**src/rtl/ks_div_pkg.sv**
```systemverilog
// Shared definitions for the iterative prefix-subtractor divider.
// Contents: FSM state encoding, default operand width, default counter width.
// No logic; imported by ks_trial_sub and ks_divider_16.
package ks_div_pkg;

    localparam int DEF_WIDTH = 16;
    localparam int DEF_CNT_W = $clog2(DEF_WIDTH);

    typedef enum logic [1:0] {
        IDLE = 2'd0,
        CALC = 2'd1,
        DONE = 2'd2
    } state_t;

endpackage

```
**src/rtl/ks_trial_sub.sv**
```systemverilog
// Combinational N-bit Kogge-Stone subtractor: diff = a - b, cout = 1 means no borrow.
// Latency: zero cycles (pure combinational, log2(N) black-dot levels).
// Backpressure: none; no handshake on this block.
// Ports: a, b (minuend, subtrahend), diff (a - b modulo 2^N), cout (carry-out).
module ks_trial_sub #(
    parameter int N = 17
) (
    input  logic [N-1:0] a,
    input  logic [N-1:0] b,
    output logic [N-1:0] diff,
    output logic         cout
);

    logic [N-1:0] g;    // per-bit generate of a + ~b
    logic [N-1:0] p;    // per-bit propagate of a + ~b
    logic [N-1:0] gg;   // running group generate
    logic [N-1:0] pp;   // running group propagate
    logic [N-1:0] gs;   // previous-level snapshot
    logic [N-1:0] ps;

    always_comb begin
        g  = a & ~b;
        p  = a ^ ~b;
        gg = g;
        pp = p;
        gs = '0;
        ps = '0;
        // Subtraction carries in a 1; fold it into bit 0's group generate
        // so every prefix G[i:0] already includes the carry-in.
        gg[0] = g[0] | p[0];
        for (int d = 1; d < N; d = d * 2) begin
            gs = gg;
            ps = pp;
            for (int i = 0; i < N; i++) begin
                if (i >= d) begin
                    gg[i] = gs[i] | (ps[i] & gs[i-d]);
                    pp[i] = ps[i] & ps[i-d];
                end
            end
        end
        // Carry into bit i is the group generate of bits below it;
        // carry into bit 0 is the injected 1.
        diff = p ^ {gg[N-2:0], 1'b1};
        cout = gg[N-1];
    end

endmodule

```
**src/rtl/ks_divider_16.sv**
```systemverilog
// Iterative unsigned restoring divider, one quotient bit per cycle via a WIDTH+1-bit prefix subtractor.
// Latency: WIDTH cycles from accept to Out_valid (1 cycle for a zero divisor when KS_DIV_ZERO_BYPASS_EN is defined).
// Backpressure: In_ready only in IDLE; result held frozen in DONE until Out_ready, any length of stall.
// Ports: clk, rst_n (async active-low), In_valid/In_ready + Dividend/Divisor in,
//        Out_valid/Out_ready + Quotient/Remainder/Div_by_zero out.
// Optional macro KS_DIV_ZERO_BYPASS_EN: zero divisor skips the CALC iterations.
module ks_divider_16
    import ks_div_pkg::*;
#(
    parameter int WIDTH = DEF_WIDTH
) (
    input  logic             clk,
    input  logic             rst_n,
    input  logic             In_valid,
    output logic             In_ready,
    input  logic [WIDTH-1:0] Dividend,
    input  logic [WIDTH-1:0] Divisor,
    output logic             Out_valid,
    input  logic             Out_ready,
    output logic [WIDTH-1:0] Quotient,
    output logic [WIDTH-1:0] Remainder,
    output logic             Div_by_zero
);

    localparam int CNT_W = $clog2(WIDTH);
    localparam logic [CNT_W-1:0] LAST_ITER = CNT_W'(WIDTH - 1);

    state_t             state;
    logic [CNT_W-1:0]   cnt;
    logic [WIDTH-1:0]   q_reg;    // dividend shifts out the top, quotient bits shift in the bottom
    logic [WIDTH-1:0]   r_reg;    // partial remainder
    logic [WIDTH-1:0]   d_reg;    // divisor
    logic               dbz_reg;

    logic [WIDTH:0]     trial_a;
    logic [WIDTH:0]     trial_b;
    logic [WIDTH:0]     trial_diff;
    logic               trial_cout;
    logic               unused_diff_msb;

    // The extra top bit keeps {R, next bit} exact even when R has its MSB set.
    assign trial_a         = {r_reg, q_reg[WIDTH-1]};
    assign trial_b         = {1'b0, d_reg};
    assign unused_diff_msb = trial_diff[WIDTH];   // always 0 when no borrow, since R < 2*Divisor

    ks_trial_sub #(
        .N (WIDTH + 1)
    ) u_trial_sub (
        .a    (trial_a),
        .b    (trial_b),
        .diff (trial_diff),
        .cout (trial_cout)
    );

    always_ff @(posedge clk or negedge rst_n) begin
        if (!rst_n) begin
            state   <= IDLE;
            cnt     <= '0;
            q_reg   <= '0;
            r_reg   <= '0;
            d_reg   <= '0;
            dbz_reg <= 1'b0;
        end else begin
            case (state)
                IDLE: begin
                    if (In_valid) begin
                        d_reg   <= Divisor;
                        cnt     <= '0;
                        dbz_reg <= (Divisor == '0);
`ifdef KS_DIV_ZERO_BYPASS_EN
                        if (Divisor == '0) begin
                            q_reg <= '1;
                            r_reg <= Dividend;
                            state <= DONE;
                        end else begin
                            q_reg <= Dividend;
                            r_reg <= '0;
                            state <= CALC;
                        end
`else
                        // A zero divisor never borrows, so the normal
                        // iterations yield all-ones quotient and R = Dividend.
                        q_reg <= Dividend;
                        r_reg <= '0;
                        state <= CALC;
`endif
                    end
                end
                CALC: begin
                    q_reg <= {q_reg[WIDTH-2:0], trial_cout};
                    r_reg <= trial_cout ? trial_diff[WIDTH-1:0] : trial_a[WIDTH-1:0];
                    cnt   <= cnt + 1'b1;
                    if (cnt == LAST_ITER) begin
                        state <= DONE;
                    end
                end
                DONE: begin
                    if (Out_ready) begin
                        state <= IDLE;
                    end
                end
                default: state <= IDLE;
            endcase
        end
    end

    assign In_ready    = rst_n && (state == IDLE);
    assign Out_valid   = (state == DONE);
    assign Quotient    = q_reg;
    assign Remainder   = r_reg;
    assign Div_by_zero = dbz_reg;

endmodule

```
**config.mk**
```make
export PLATFORM = sky130hd
export DESIGN_NAME = ks_divider_16
export DESIGN_NICKNAME = d
export VERILOG_FILES = /design/src/rtl/ks_div_pkg.sv /design/src/rtl/ks_trial_sub.sv /design/src/rtl/ks_divider_16.sv
export SDC_FILE = /design/constraint.sdc
export NUM_CORES = 1
export LEC_CHECK = 0
export ABC_AREA = 1
export BUFFER_PORTS_ARGS = -buffer_cell sky130_fd_sc_hd__buf_2
export CAP_MARGIN = 20
export CORE_MARGIN = 5
export CORE_UTILIZATION = 40
export CTS_CLUSTER_DIAMETER = 40
export DETAILED_ROUTE_END_ITERATION = 12
export PLACE_DENSITY_LB_ADDON = 0.12
export SLEW_MARGIN = 20
export SYNTH_ARGS = -nofsm -noshare
export SYNTH_HDL_FRONTEND = slang
export SYNTH_SLANG_ARGS = --single-unit
```
**constraint.sdc**
```tcl
create_clock -name clk -period 2.6 [get_ports clk]
set_clock_uncertainty 0.1 [all_clocks]
set_input_delay 0.52 -clock clk [delete_from_list [all_inputs] [get_ports clk]]
set_output_delay 0.52 -clock clk [all_outputs]
set_load 0.03 [all_outputs]
```
==> flow_summary.json, run 1 <==
{
  "reg2reg_slack_ps": 230,
  "relSlewSlack": 0.504,
  "yosysSeqAreaShare": 0.379,
  "grt_pass1_wl_um": 15700,
  "power.internal_mw": 2.96,
  "fmax_ghz": 0.423,
  "vias_per_cell": 4.95,
  "synth_seq_cells": 55,
  "vias": 3349,
  "worst_slew_pin_slew_ps": 743,
  "dp_hpwl_um": 7000,
  "synth_top_cell_by_area": "dfrtp_1",
  "finalCritPeriodShare": 0.910,
  "postCtsSetupBuffers": 0,
  "layout_common_cells": "nand2_1 (141), inv_1 (91), buf_2 (70)",
  "cts_max_level": 2,
  "irDropWorstVdd_uv": 751,
  "grt_use_total": 0.169,
  "post_cts_resized": 0,
  "drt-total-wl_um": 9250,
  "final_util": 0.475,
  "row_count": 34,
  "dr.pass1.iters": 4,
  "setup_violations": 0,
  "antenna_found_initial": 0,
  "final.setup.tns_ps": 0,
  "synthesis.nets": 555,
  "detail_route.wl_per_cell_um": 13.7,
  "swShare": 0.545,
  "finalMaxSlewViolations": 0,
  "ant_nets": 0,
  "clockPowerShare": 0.077,
  "status": "complete, no violations",
  "cp_data_arrival_time_ps": 2480,
  "clockRootBuffer": "clkbuf_8",
  "grt_max_degree": 56,
  "drc_errors": 0,
  "fp.dieArea_um2": 11100,
  "antenna_cells": 0,
  "die_w_um": 105,
  "power_density_nw_per_um2": 1560,
  "syn_area_um2": 3630,
  "layout_setup_ws_ps": 235,
  "dp_slack_ps": 257,
  "synth_top_area_share": 0.379,
  "pwr-share-seq": 0.234,
  "endpoint_kind": "flop",
  "ios": 71,
  "rsz0062_at_grt": "no",
  "worstPathRequired_ps": 2720,
  "switchingPower_mw": 3.54,
  "drive_gt1_frac": 0.185,
  "portBuffers": 70,
  "layout_commonest_cell": "nand2_1",
  "finalNetCount": 621,
  "leakage_nw": 2.35,
  "avgSynthCellArea_um2": 7.25,
  "path_clk_slew_ps": 110,
  "cp-start-kind": "flop",
  "fillCellCount": 919,
  "areaGrowthSynthToFinish_pct": 14.6,
  "p_comb_frac": 0.688,
  "clock_latency_ps": 320,
  "grt-ovfl-total": 0,
  "finalCriticalPeriod_ps": 2370,
  "yosysWarnings": 0,
  "drtIter0Drc": 109,
  "synthCells": 501,
  "start_util": 0.414,
  "crit_type": "flop to flop",
  "cp_max_fo": 4,
  "cts_buffer_depth": 2,
  "die_y_um": 105,
  "synthTopCellsByArea": "dfrtp_1 (38%), nand2_1 (15%), inv_1 (9.4%)",
  "synth_cell_types": 36,
  "hp-class": "primary input to async pin",
  "cts_buffers": 5,
  "cts_tree": "built",
  "clock-sinks": 55,
  "final_hold_viol_count": 0,
  "hold_ws_ps": 282,
  "grt_pass1_vias": 3470,
  "core_um2": 8760,
  "place.gp.congestion": 0.967,
  "maxCapViolations": 0,
  "hold_buffers": 0
}
==> Yosys cell counts (all sizes together) <==
| cell type | instances |
|---|---|
| a221oi | 8 |
| nor4 | 1 |
| xnor2 | 4 |
| o211ai | 8 |
| nand2 | 149 |
| nor2 | 29 |
| clkbuf | 8 |
| a22o | 1 |
| o22ai | 1 |
| o21bai | 1 |
| o2111ai | 1 |
| dfrtp | 55 |
| inv | 92 |
| ha | 17 |
| a21oi | 18 |
| and2 | 3 |
| buf | 8 |
| nor3 | 12 |
| nand3b | 3 |
| o21ai | 25 |
| fa | 1 |
| xor2 | 3 |
| nand3 | 45 |
| nand4 | 8 |
==> layer usage <==
layer  vias to the layer above  routed length, µm  track usage
met4                         0                129       0.0420
met3                        12                470       0.0300
met1                      1537               4130        0.215
met2                        74               4510        0.298
met5                         -                  0            0
li1                       1726                  -            -
==> layout make-up <==
| class | count | area (µm²) | share of cell area |
|---|---|---|---|
| multi-input combinational | 338 | 1820 | 0.438 |
| clock inverter | 3 | 22.5 | 0.00541 |
| clock buffer | 5 | 68.8 | 0.0165 |
| inverter | 92 | 345 | 0.0830 |
| timing repair buffer | 75 | 388 | 0.0932 |
| sequential | 55 | 1380 | 0.331 |
| tap | 108 | 135 | 0.0325 |
==> through the flow <==
| step | power [mW] | instances | cell area (µm²) |
|---|---|---|---|
| after detailed placement | 6.05 | 668 | 4070 |
| after CTS | 6.57 | 676 | 4160 |
| after global placement | 6.00 | 668 | 4070 |
| final | 6.50 | 676 | 4160 |
| after floorplan | 5.04 | 501 | 3630 |
| after global routing | 7.21 | 676 | 4160 |
==> power groups by stage <==
stage	sequential (mW)	combinational [mW]	clock [mW]
4_1_cts	1.53	4.52	0.526
3_5_place_dp	1.54	4.51	0
5_1_grt	1.58	5.07	0.556
6_report	1.52	4.48	0.504
2_1_floorplan	1.96	3.07	0
3_3_place_gp	1.53	4.47	0
==> critical path: stages, from the launching register on <==
cell	delay [ps]
dfrtp_1	390
inv_1	120
ha_1	200
inv_1	90
fa_1	430
nand3_1	120
nand3_1	180
nand2_1	110
nand2_1	80
nand2_1	120
nand2_1	70
nand2_1	80
nand3_2	60
nand2_1	70
nand2_1	40
==> final timing paths <==
path / start / cells after the start / endpoint
min in group clk: Dividend[7] / 3 / Quotient[7]
min reg2reg: Div_by_zero / 2 / Div_by_zero
max reg2reg: Quotient[15] / 14 / Remainder[14]
max: Quotient[15] / 14 / Remainder[14]
max in group asynchronous: rst_n / 2 / Remainder[0]
min: rst_n / 2 / d_reg[12]
==> logic make-up after synthesis <==
logic type | synth area share
adders and majority gates | 0.0641
DFF | 0.379
and+or+nand+nor | 0.311
buffers and inverters | 0.120
xor gates and xnor gates | 0.0169
AOI/OAI and AO/OA | 0.109
(Power assumes the default switching activity.)
==> run 2, diff against run 1 <==
--- a/config.mk
+++ b/config.mk
@@ -9,9 +9,10 @@
 export BUFFER_PORTS_ARGS = -buffer_cell sky130_fd_sc_hd__buf_2
 export CAP_MARGIN = 20
 export CORE_MARGIN = 5
-export CORE_UTILIZATION = 40
+export CORE_UTILIZATION = 30
 export CTS_CLUSTER_DIAMETER = 40
 export DETAILED_ROUTE_END_ITERATION = 12
+export GPL_ROUTABILITY_DRIVEN = 0
 export PLACE_DENSITY_LB_ADDON = 0.12
 export SLEW_MARGIN = 20
 export SYNTH_ARGS = -nofsm -noshare
==> run 2 against run 1 <==
Net effect:
- via count grew 0.39%
- cell count grew 6.1%
- wire length grew 8.2%
- critical path depth is the same
- global-route usage shrank 2.7 points
- sequential power is essentially flat
- combinational power grew 2%
- worst setup slack gained 140 ps
- maximum frequency grew 6.4%
- non-clock buffer count grew 2
- hold slack gained 40 ps
- total power grew 4.5%
- critical path type unchanged
- largest cell class unchanged
- largest power group unchanged
==> flow_summary.json, run 2 (synthesized netlist as in run 1, its figures left out) <==
{
  "maxCapViolations": 0,
  "final.setup.tns_ps": 0,
  "fillCellCount": 1332,
  "post_cts_resized": 0,
  "die_y_um": 120,
  "status": "complete, no violations",
  "fp.dieArea_um2": 14400,
  "cts_max_level": 2,
  "dp_cells": 709,
  "r2r_cells": 14,
  "worst_slew_pin_slew_ps": 717,
  "cp_num_cells": 14,
  "cp_max_fo": 4,
  "crit_path_end": "Remainder[14]",
  "clockRootBuffer": "clkbuf_16",
  "path_clk_slew_ps": 80,
  "cts_buffers": 5,
  "detail_route.wl_per_cell_um": 14.0,
  "die_w_um": 120,
  "final_hold_viol_count": 0,
  "crit_start": "Quotient[15]",
  "portBuffers": 70,
  "start_util": 0.304,
  "power_density_nw_per_um2": 1590,
  "met1_usage": 0.186,
  "drive_gt1_frac": 0.186,
  "cpMostUsedCell": "nand2_1",
  "cp_slowest_cell": "fa_1",
  "hold_buffers": 0,
  "antenna_cells": 0,
  "postCtsSetupBuffers": 0,
  "hp-class": "primary input to async pin",
  "drc_errors": 0,
  "irDropWorstVdd_uv": 674,
  "ant_nets": 0,
  "grt_pass1_wl_um": 16600,
  "reg2reg_from": "Quotient[15]",
  "reg2reg_slack_ps": 380,
  "endpoint_kind": "flop",
  "grt_use_total": 0.142,
  "antenna_found_initial": 0,
  "grt-ovfl-total": 0,
  "drtIter0Drc": 163,
  "cts_tree": "built",
  "row_count": 40,
  "finalNetCount": 623,
  "final_util": 0.358,
  "use_met3": 0.0269,
  "worstPathRequired_ps": 2690,
  "crit_chain": "inv_1 -> ha_1 -> inv_1 -> fa_1 -> nand3_1 -> nand3_1 -> nand2_1 -> nand2_1 -> nand2_1 -> nand2_1 -> nand2_1 -> nand3_2 -> nand2_1 -> nand2_1",
  "vias": 3362,
  "areaGrowthSynthToFinish_pct": 17.8,
  "dp_hpwl_um": 7620,
  "grt_max_degree": 56,
  "cp_data_arrival_time_ps": 2320,
  "clock-sinks": 55,
  "finalCritPeriodShare": 0.855,
  "seq_area_um2": 1380,
  "use_met2": 0.245,
  "layout_commonest_cell": "nand2_1",
  "finalCriticalPeriod_ps": 2220,
  "crit_family": "simple AND/OR/NAND/NOR gates",
  "relSlewSlack": 0.522,
  "cp-start-kind": "flop",
  "vias_per_cell": 4.69,
  "setup_violations": 0,
  "layout_common_cells": "nand2_1 (141), inv_1 (91), buf_2 (70)",
  "finalMaxSlewViolations": 0,
  "drt-total-wl_um": 10000,
  "core_um2": 12000,
  "worst_r2r_endpoint": "Remainder[14]",
  "ios": 71,
  "crit_type": "flop to flop",
  "grt_pass1_vias": 3337,
  "leakage_nw": 2.37,
  "max_stage_delay_ps": 430,
  "multi_input_area_um2": 1820,
  "cts_buffer_depth": 2,
  "dr.pass1.iters": 4,
  "clock_latency_ps": 300,
  "fmax_ghz": 0.450,
  "final_cells": 717,
  "rsz0062_at_grt": "no",
  "grt_busiest_layer": "met2",
  "cp_num_buf_inv": 2
}
## run 2: metrics by stage
step / cell area (µm²) / hold slack, ps / power (mW) / setup slack, ps
finish: 4280 / 323 / 6.80 / 377
global route: 4280 / 391 / 7.52 / 189
CTS: 4280 / 376 / 6.89 / 379
detailed placement: 4130 / 371 / 6.16 / 396
global placement: 4130 / 361 / 6.16 / 403
floorplan: 3630 / 124 / 5.04 / 460
## run 2: layer usage
| layer | routed length, µm | share of wire |
|---|---|---|
| met1 | 4650 | 0.46 |
| met2 | 4790 | 0.48 |
| met3 | 457 | 0.046 |
| met4 | 111 | 0.011 |
| met5 | 0 | 0 |
## run 2: area by class of cell
class                   count  area share
clock buffers               6      0.0301
clock inverters             2     0.00380
inverters                  92      0.0807
multi-input cells         338       0.426
flip-flops and latches     55       0.322
well taps                 147      0.0430
repair buffers             77      0.0942
## run 2: worst min-delay path by stage
| stage | from | endpoint | slack, ps | depth (start not counted) |
|---|---|---|---|---|
| 3_5_place_dp | Div_by_zero | Div_by_zero | 370 | 2 |
| 2_1_floorplan | rst_n | Div_by_zero | 120 | 0 |
| 3_3_place_gp | Div_by_zero | Div_by_zero | 360 | 2 |
| 6_report | rst_n | d_reg[15] | 320 | 2 |
| 4_1_cts | rst_n | Remainder[4] | 380 | 2 |
| 5_1_grt | Dividend[7] | Quotient[7] | 390 | 3 |
## run 2: report_power, final
group / switching (mW) / internal [mW]
Clock: 0.339 / 0.363
Sequential: 0.263 / 1.27
Combinational: 3.05 / 1.51
==> run 3, diff against run 2 <==
--- a/config.mk
+++ b/config.mk
@@ -6,12 +6,12 @@
 export NUM_CORES = 1
 export LEC_CHECK = 0
 export ABC_AREA = 1
-export BUFFER_PORTS_ARGS = -buffer_cell sky130_fd_sc_hd__buf_2
 export CAP_MARGIN = 20
 export CORE_MARGIN = 5
 export CORE_UTILIZATION = 30
 export CTS_CLUSTER_DIAMETER = 40
 export DETAILED_ROUTE_END_ITERATION = 12
+export DONT_BUFFER_PORTS = 1
 export GPL_ROUTABILITY_DRIVEN = 0
 export PLACE_DENSITY_LB_ADDON = 0.12
 export SLEW_MARGIN = 20
==> run 3 against run 2 <==
Net effect:
- critical path depth unchanged
- non-clock buffer count decreased by 55
- maximum frequency decreased by 6.7%
- utilization decreased by 1.5 points
- wire length increased by 0.90%
- hold slack got worse by 40 ps
- first-iteration DRC count decreased by 45%
- cell count decreased by 7.4%
- via count decreased by 6.4%
- final area decreased by 4.2%
- critical endpoint unchanged
==> flow_summary.json, run 3 (synthesized netlist as in run 1, its figures left out) <==
{
  "status": "complete, no violations",
  "maxCapViolations": 0,
  "drtIter0Drc": 90,
  "holdPathStages": 2,
  "cts_max_level": 2,
  "finalMaxSlewViolations": 0,
  "cp-start-kind": "flop",
  "fp.dieArea_um2": 14400,
  "detail_route.wl_per_cell_um": 15.2,
  "rsz0062_at_grt": "no",
  "clock_latency_ps": 290,
  "cp_num_buf_inv": 2,
  "layout_commonest_cell": "nand2_1",
  "crit_type": "flop to flop",
  "start_util": 0.304,
  "worstPathRequired_ps": 2690,
  "cts_buffer_depth": 2,
  "grt-ovfl-total": 0,
  "path_clk_slew_ps": 70,
  "ant_nets": 0,
  "dp_hpwl_um": 7670,
  "clock-sinks": 55,
  "relSlewSlack": 0.506,
  "max_stage_delay_ps": 440,
  "grt_use_total": 0.145,
  "cp_data_arrival_time_ps": 2470,
  "crit_family": "simple AND/OR/NAND/NOR gates",
  "r2r_cells": 14,
  "antenna_found_initial": 1,
  "crit_chain": "inv_1 -> ha_1 -> inv_1 -> fa_1 -> nand3_1 -> nand3_1 -> nand2_1 -> nand2_1 -> nand2_1 -> nand2_1 -> nand2_1 -> nand3_2 -> nand2_1 -> nand2_1",
  "final.setup.tns_ps": 0,
  "cp_num_cells": 14,
  "layout_common_cells": "nand2_1 (141), inv_1 (91), dfrtp_1 (55)",
  "grt_max_degree": 56,
  "layout_setup_ws_ps": 217,
  "ios": 71,
  "hp-class": "primary input to flop",
  "row_count": 40,
  "drt-total-wl_um": 10100,
  "cts_tree": "built",
  "cp_max_fo": 4,
  "grt_pass1_vias": 3210,
  "worst_slew_pin_slew_ps": 741,
  "die_y_um": 120,
  "cts_buffers": 5,
  "final_cells": 664,
  "drive_gt1_frac": 0.0990,
  "final_hold_viol_count": 0,
  "vias_per_cell": 4.74,
  "finalCritPeriodShare": 0.917,
  "endpoint_kind": "flop",
  "portBuffers": 0,
  "core_um2": 12000,
  "finalCriticalPeriod_ps": 2380,
  "postCtsSetupBuffers": 0,
  "hold_ws_ps": 283,
  "fmax_ghz": 0.420,
  "dr.pass1.iters": 5,
  "dp_cells": 652,
  "areaGrowthSynthToFinish_pct": 12.9,
  "grt_pass1_wl_um": 16500,
  "cpMostUsedCell": "nand2_1",
  "finalNetCount": 568,
  "cp_slowest_cell": "fa_1",
  "clockRootBuffer": "clkbuf_16",
  "die_w_um": 120,
  "setup_violations": 0,
  "dp_slack_ps": 234,
  "vias": 3147,
  "drc_errors": 0
}
-- run 3: cell count changes in the layout (fill, tap and decap cells not counted) --
| cell | change |
|---|---|
| diode_2 | +2 |
| bufinv_16 | +1 |
| buf_16 | +1 |
| clkbuf_8 | +1 |
| clkinvlp_4 | -1 |
| clkbuf_1 | -1 |
| buf_4 | +13 |
| dlygate4sd3_1 | +1 |
| buf_2 | -70 |
-- run 3: metrics by stage --
| stage | cell area (µm²) | util |
|---|---|---|
| after CTS | 4100 | 0.342 |
| after global placement | 3880 | 0.324 |
| after global routing | 4100 | 0.342 |
| after floorplan | 3630 | - |
| final | 4100 | 0.343 |
| after detailed placement | 3880 | 0.324 |
-- run 3: path summary, 6_finish.rpt --
kind | startpoint | end | slack [ps]
min in group asynchronous | rst_n | Remainder[4] | 650
min reg2reg | d_reg[2] | d_reg[2] | 390
max | Quotient[15] | Remainder[14] | 220
max in group asynchronous | rst_n | Quotient[14] | 1520
min | Divisor[12] | d_reg[12] | 280
max reg2reg | Quotient[15] | Remainder[14] | 220
-- run 3: what timing repair did --
item                                    CTS  global route
endpoints found under the hold margin    55             0
hold buffers                              2             0
endpoints found under the setup margin    0             0
gates resized for setup                   0             0
-- run 3: final cells by class --
class / count / area, µm²
clock buffers: 6 / 139
clock inverters: 2 / 38.8
repair buffers: 22 / 188
flip-flops and latches: 55 / 1380
inverters: 92 / 345
well taps: 147 / 184
multi-input cells: 338 / 1820
diodes: 2 / 5.00
fillers: 1313 / 7860
-- run 3: layer usage --
metal  wire length, µm  GRT usage  part of all wire
met1              4460      0.188              0.44
met2              4800      0.240              0.48
met3               667     0.0363             0.066
met4               170     0.0379             0.017
met5                 0          0                 0
Power of run 3 is left out: the tool's default activity adds up to more than one toggle a clock period on the data nets, which glitch-free logic cannot reach.
